### src/rtl/exe_arbiter.sv
// exe_arbiter: round-robin arbiter sharing one 32-bit ALU between two issue ports,
// followed by a one-entry valid/ready result register toward the consumer.
module exe_arbiter #(
  parameter int unsigned WIDTH = 32
) (
  input  logic             clk,
  input  logic             reset,
  input  logic             req0_valid,
  output logic             req0_ready,
  input  logic [WIDTH-1:0] req0_A,
  input  logic [WIDTH-1:0] req0_B,
  input  logic [3:0]       req0_op,
  input  logic             req1_valid,
  output logic             req1_ready,
  input  logic [WIDTH-1:0] req1_A,
  input  logic [WIDTH-1:0] req1_B,
  input  logic [3:0]       req1_op,
  output logic             resp_valid,
  input  logic             resp_ready,
  output logic             resp_id,
  output logic [WIDTH-1:0] ALU_result,
  output logic             Zero_signal
);

  typedef enum logic {EMPTY = 1'b0, FULL = 1'b1} state_t;

  state_t           state;
  logic             last_grant;
  logic             any_req;
  logic             grant;
  logic             can_accept;
  logic             accept;
  logic [WIDTH-1:0] alu_a;
  logic [WIDTH-1:0] alu_b;
  logic [WIDTH-1:0] alu_diff;
  logic [WIDTH-1:0] alu_out;
  logic [3:0]       alu_op;

  assign resp_valid = (state == FULL);

  // Round-robin grant: on contention the requester not granted last wins.
  always_comb begin
    any_req    = req0_valid | req1_valid;
    grant      = req1_valid & (~req0_valid | ~last_grant);
    can_accept = (state == EMPTY) | resp_ready;
    accept     = can_accept & any_req & ~reset;
    req0_ready = accept & ~grant;
    req1_ready = accept & grant;
  end

  // Shared ALU; with no grant the operands default to requester 0 and are ignored.
  always_comb begin
    alu_a    = grant ? req1_A  : req0_A;
    alu_b    = grant ? req1_B  : req0_B;
    alu_op   = grant ? req1_op : req0_op;
    alu_diff = alu_a - alu_b;
    alu_out  = '0;
    casez (alu_op)
      4'b?000: alu_out = alu_a & alu_b;
      4'b?001: alu_out = alu_a | alu_b;
      4'b?010: alu_out = alu_a + alu_b;
      4'b?110: alu_out = alu_diff;
      4'b?111: alu_out = {{(WIDTH-1){1'b0}}, alu_diff[WIDTH-1]};
      default: alu_out = '0;
    endcase
  end

  // Result register; a drain and a new accept on the same edge keep it full.
  always_ff @(posedge clk or posedge reset) begin
    if (reset) begin
      state       <= EMPTY;
      resp_id     <= 1'b0;
      ALU_result  <= '0;
      Zero_signal <= 1'b0;
      last_grant  <= 1'b1;
    end else begin
      case (state)
        EMPTY: if (accept) state <= FULL;
        FULL:  if (!accept && resp_ready) state <= EMPTY;
      endcase
      if (accept) begin
        ALU_result  <= alu_out;
        Zero_signal <= (alu_out == '0);
        resp_id     <= grant;
        last_grant  <= grant;
      end
    end
  end

endmodule

### config.mk
export PLATFORM = sky130hd
export DESIGN_NAME = exe_arbiter
export DESIGN_NICKNAME = d
export VERILOG_FILES = /design/src/rtl/exe_arbiter.sv
export SDC_FILE = /design/constraint.sdc
export NUM_CORES = 1
export LEC_CHECK = 0
export ABC_CLOCK_PERIOD_IN_PS = 5600
export CORE_UTILIZATION = 40
export CTS_BUF_LIST = sky130_fd_sc_hd__clkbuf_16
export CTS_CLUSTER_DIAMETER = 100
export CTS_CLUSTER_SIZE = 10
export DETAILED_ROUTE_END_ITERATION = 10
export GPL_TIMING_DRIVEN = 0
export PLACE_DENSITY = 0.66
export RECOVER_POWER = 50
export REMOVE_ABC_BUFFERS = 1
export SYNTH_ARGS = -nofsm -noshare
export SYNTH_HDL_FRONTEND = slang
export SYNTH_SLANG_ARGS = --single-unit
### constraint.sdc
create_clock -name clk -period 5.6 [get_ports clk]
set_input_delay 1.12 -clock clk [delete_from_list [all_inputs] [get_ports clk]]
set_output_delay 1.12 -clock clk [all_outputs]
set_load 0.03 [all_outputs]
# After elaboration in Yosys (flattened, before gate mapping)
# Cells that the tools add are included.
[classes] add_sub_neg=2 eq_ne=4 muxes=7 n_bitwise=15 n_reduce_logical=4
[op_table] operator="$pmux W32 S5" count=1
[op_table] operator="$mux W32" count=2
[op_table] operator="$add A32 B32 Y32" count=1
[op_table] operator="$and A32 B32 Y32" count=1
[op_table] operator="$logic_not A32 Y1" count=1
[op_table] operator="$or A32 B32 Y32" count=1
[op_table] operator="$sub A32 B32 Y32" count=1
[op_table] operator="$eq A3 B3 Y1 const B" count=2
[op_table] operator="$and A1 B1 Y1" count=5
[op_table] operator="$not A1 Y1" count=5
[op_table] operator="$eq A3 B1 Y1 const B" count=1
[op_table] operator="$eq A3 B2 Y1 const B" count=1
[op_table] operator="$logic_not A3 Y1" count=1
[op_table] operator="$mux W3" count=1
[op_table] operator="$or A1 B1 Y1" count=3
[op_table] operator="$mux W1" count=2
[op_table] operator="$pmux W1 S2" count=1
[op_table] operator="$logic_and A1 B1 Y1" count=1
[op_table] operator="$logic_not A1 Y1" count=1
[totals] ff_bits=36 output_inout_bits=37 word_cells=37

# Depth between registers and ports, before layout
[logic_depth] word_depth=8 ltp_mapped=20

# Least setup slack after synthesis
# OpenSTA, ideal clock, no wires.
[synth_timing] path_kind="input port to flip-flop" from="in req1_valid" to="reg Zero_signal" setup_time_ps=92 arrival_time_ps=5763 t_required_ps=5508 slack_ps=-255 stages=19 path_buffers=4 path_cell_list="a21boi_2 > buf_8 > clkbuf_1 > buf_1 > mux2i_1 > inv_1 > ha_1 > buf_2 > o21ba_2 > o31ai_2 > a211oi_2 > a211o_1 > a311oi_2 > nor2_1 > a211oi_2 > o221ai_1 > or4_1 > or4_1 > o31ai_2"
[synth_between] elab_chain_len=5 word_cells_on_any_way=18
[synth_rtl] element="from (decl)" line="13" rtl="input logic req1_valid,"
[synth_rtl] element="$and A1 B1 Y1" line="44" rtl="grant = req1_valid & (~req0_valid | ~last_grant);"
[synth_rtl] element="$mux W32 (tied with other cells)" line="53" rtl="alu_a = grant ? req1_A : req0_A;"
[synth_rtl] element="$sub A32 B32 Y32 (tied with other cells)" line="56" rtl="alu_diff = alu_a - alu_b;"
[synth_rtl] element="$pmux W32 S5" line="58" rtl="casez (alu_op)"
[synth_rtl] element="$logic_not A32 Y1" line="83" rtl="Zero_signal <= (alu_out == '0);"
[synth_rtl] element="to (signal assigned)" line="83"
[synth_rtl] element="to (decl)" line="22" rtl="output logic Zero_signal"
# Parallel ways exist; a longest one is shown, timed or not.
# A chain may end at the register's enable or synchronous reset.

# Worst setup path after layout
[layout_timing] from="in req0_valid" to="reg Zero_signal"
[layout_between] elab_chain_len=7 word_cells_on_any_way=20
[layout_rtl] element="from (decl)" line="8" rtl="input logic req0_valid,"
[layout_rtl] element="$not A1 Y1" line="44"
[layout_rtl] element="$or A1 B1 Y1" line="44"
[layout_rtl] element="$and A1 B1 Y1" line="44"
[layout_rtl] element="$mux W32 (tied with other cells)" line="53"
[layout_rtl] element="$sub A32 B32 Y32 (tied with other cells)" line="56"
[layout_rtl] element="$pmux W32 S5" line="58"
[layout_rtl] element="$logic_not A32 Y1" line="83"
# Parallel ways exist; a longest one is shown, timed or not.

==> impl_metrics.env <==
export IMPL_cts_root_buffer="clkbuf_16"
export IMPL_reg2reg_depth=13
export IMPL_power_density_mw_per_mm2=235
export IMPL_fp_dieH_um=140
export IMPL_wl_per_cell_um=18.1
export IMPL_postCtsHoldBufs=0
export IMPL_fill_cells=1798
export IMPL_io_buffers=175
export IMPL_grt_pass1_vias=7728
export IMPL_clockBufferDepth=2
export IMPL_yosysWarningCount=0
export IMPL_cts_tree="done"
export IMPL_crit_type="primary input to flip-flop"
export IMPL_syn_to_final_growth_pct=33.8
export IMPL_ys_ff_latch=36
export IMPL_drv_slew=21
export IMPL_pwr_share_clk_pct=11.6
export IMPL_seqPwrFrac_pct=15.5
export IMPL_violations="capacitance limit, slew limit"
export IMPL_layout_min_cycle_time_ns=5.46
export IMPL_dr_pass1_iters=7
export IMPL_vias_per_cell=5.89
export IMPL_fmax_mhz=183
export IMPL_synthSimpleGateAreaFrac_pct=18.6
export IMPL_synth_seq_area_share_pct=11.8
export IMPL_mostFrequentLayoutCells="clkdlybuf4s50_1 (157), nand2_1 (124), inv_1 (96), ha_1 (90), nor2_1 (78)"
export IMPL_async_flop_share_pct=100
export IMPL_start_kind="primary input"
export IMPL_power_mw=2.41
export IMPL_wirelength_um=25600
export IMPL_tightest_slew_ns=2.17
export IMPL_synth_fa_ha_area_share_pct=17.5
export IMPL_holdPathStages=2
export IMPL_synth_distinct_cells=83
export IMPL_track_usage_pct=25.1
export IMPL_numClockSinks=36
export IMPL_htreeDepth=2
export IMPL_synthXorXnorAreaFrac_pct=2.29
export IMPL_required_ns=5.79
export IMPL_crit_path_max_fanout=12
export IMPL_multi_input_area_sq_mm=0.00650
export IMPL_dieArea_sq_mm=0.0197
export IMPL_pwr_share_comb_pct=72.9
export IMPL_peakVddDrop_uv=160
export IMPL_core_area_sq_mm=0.0187
export IMPL_ys_flop_type="dfrtp_1"
export IMPL_p_sw_share_pct=49.2
export IMPL_regArea_sq_um=902
export IMPL_synth_top_family_by_area="compound AO/OA/AOI/OAI gates"
export IMPL_grt_pass1_wl_um=40100
export IMPL_hpwl_um=19800
export IMPL_rows=50
export IMPL_drv_cap=1
export IMPL_synth_enable_flop_cells=0
export IMPL_antenna_found_initial=0
export IMPL_whs_ns=0.469
export IMPL_setup_viol=0
export IMPL_place_congestion=0.918
export IMPL_io_pins=178
export IMPL_maxSlewHeadroom_pct=-46.4
export IMPL_post_place_cells=1386
export IMPL_synthesis_area_sq_mm=0.00766
export IMPL_ant_nets=0
export IMPL_synth_mux_area_share_pct=12.9
export IMPL_status="finished with violations"
export IMPL_drive_gt1_share_pct=15.6
export IMPL_avgSynthCellArea_sq_um=7.49
export IMPL_die_w_um=140
export IMPL_fin_ws_ns=0.138
export IMPL_clk_latency_ns=0.28
export IMPL_drcViolationCount=0
export IMPL_start_util_pct=40.9
export IMPL_cp_arrival_ns=5.66
export IMPL_grt_max_degree=41
export IMPL_power_switching_mw=1.18
export IMPL_n_antenna_cell=0
export IMPL_netlist_instances=1022
export IMPL_pre_cts_slack_ns=-1.33
export IMPL_stdcell_count=1412
export IMPL_num_vias=8321
export IMPL_crit_path_end_kind="flip-flop"
export IMPL_layout_nets=1424
export IMPL_dr_first_iter_drc_count=664
export IMPL_hold_class="flip-flop to flip-flop"
export IMPL_leakage_nw=4.36
export IMPL_period_share_pct=97.5
export IMPL_numCtsBuffers=5
export IMPL_path_clk_slew_ns=0.06
export IMPL_finalHoldViolCount=0
export IMPL_grt_ovfl_total=0
export IMPL_synth_compound_area_share_pct=28.0
export IMPL_internal_power_mw=1.22
export IMPL_layout_commonest_cell="clkdlybuf4s50_1"
export IMPL_finalClockSkew_ns=0.00298
-- logic make-up after synthesis --
family                     Yosys count
DFF                                 36
xor gates and xnor gates            20
muxes                               90
AOI/OAI and AO/OA                  311
and+or+nand+nor                    309
adders and majority gates          106
buffers and inverters              150
-- cell type report --
type                    instances  share of cell area (%)
clock buffers                   5                    1.22
flip-flops and latches         36                    8.80
clock inverters                 3                   0.171
repair buffers                199                    19.9
inverters                      99                    3.63
multi-input cells             836                    63.4
well taps                     234                    2.86
-- state kept, by name (all words and copies together), names as in the netlist --
signal / count
resp_id: 1
Zero_signal: 1
last_grant: 1
ALU_result: 32
resp_valid: 1
-- power groups by stage --
stage | combinational (mW) | clock [mW] | sequential (mW)
6_report | 1.75 | 0.279 | 0.373
3_3_place_gp | 1.56 | 0 | 0.377
5_1_grt | 1.89 | 0.291 | 0.380
2_1_floorplan | 0.917 | 0 | 0.498
4_1_cts | 1.68 | 0.285 | 0.374
3_5_place_dp | 1.59 | 0 | 0.379
-- metrics by stage --
step / util [%] / instance area [sq um] / TNS, ns
finish: 54.8 / 10200 / 0
global route: 54.8 / 10200 / -0.0321
CTS: 53.8 / 10100 / 0
detailed placement: 51.2 / 9580 / -7.83
global placement: 50.2 / 9390 / -121.94
floorplan: - / 7350 / -26.39
-- synthesized netlist by cell type (all sizes together) (11+ instances only) --
master	n	share of area (%)
a211oi	14	1.6
a21oi	76	5.0
buf	12	1.1
clkbuf	39	3.0
dfrtp	35	11
ha	104	17
inv	99	4.9
mux2	66	9.8
mux2i	24	3.1
nand2	124	6.1
nand2b	14	1.1
nand3	17	1.1
nor2	79	3.9
nor2b	11	0.93
nor3	13	0.85
nor4	13	1.1
o211ai	16	1.6
o21ai	78	5.1
o221ai	14	1.6
-- path summary, 6_finish.rpt --
path                                                 from                    endpoint  slack [ns]
worst max-delay path                           req0_valid     Zero_signal$_DFFE_PP0P_        0.14
worst min-delay path            ALU_result[5]$_DFFE_PP0P_   ALU_result[5]$_DFFE_PP0P_        0.47
worst max register to register     last_grant$_DFFE_PP1P_     Zero_signal$_DFFE_PP0P_        0.77
worst min register to register  ALU_result[5]$_DFFE_PP0P_   ALU_result[5]$_DFFE_PP0P_        0.47
max in group asynchronous                           reset  ALU_result[22]$_DFFE_PP0P_        2.98
min in group asynchronous                           reset        resp_valid$_DFF_PP0_        1.76
-- what timing repair did --
item                                    CTS  global route
pin swaps                                 9            20
endpoints found under the setup margin   12             2
gates resized for setup                  50            38
buffers inserted                         10             7
gates cloned                              1             1
-- metal layers --
metal	up-vias	global-route usage [%]	wire, um
met5	-	0	0
met4	0	5.15	368
met3	34	2.87	1660
met2	348	43.6	12200
met1	3935	33.2	11400
li1	4004	-	-
-- critical path: stages --
cell and delay [ns]:
clkbuf_1 0.13, a21boi_4 0.30, buf_6 0.16, buf_16 0.14, mux2i_1 1.09, mux2i_1 0.22, a222oi_1 0.49, nand4_1 0.23
a2111oi_2 0.41, and4b_1 0.24, and4_1 0.25, nand4b_1 0.13, or4_4 0.56, o31ai_2 0.17
Note: power is estimated with default switching activity, not from simulation.
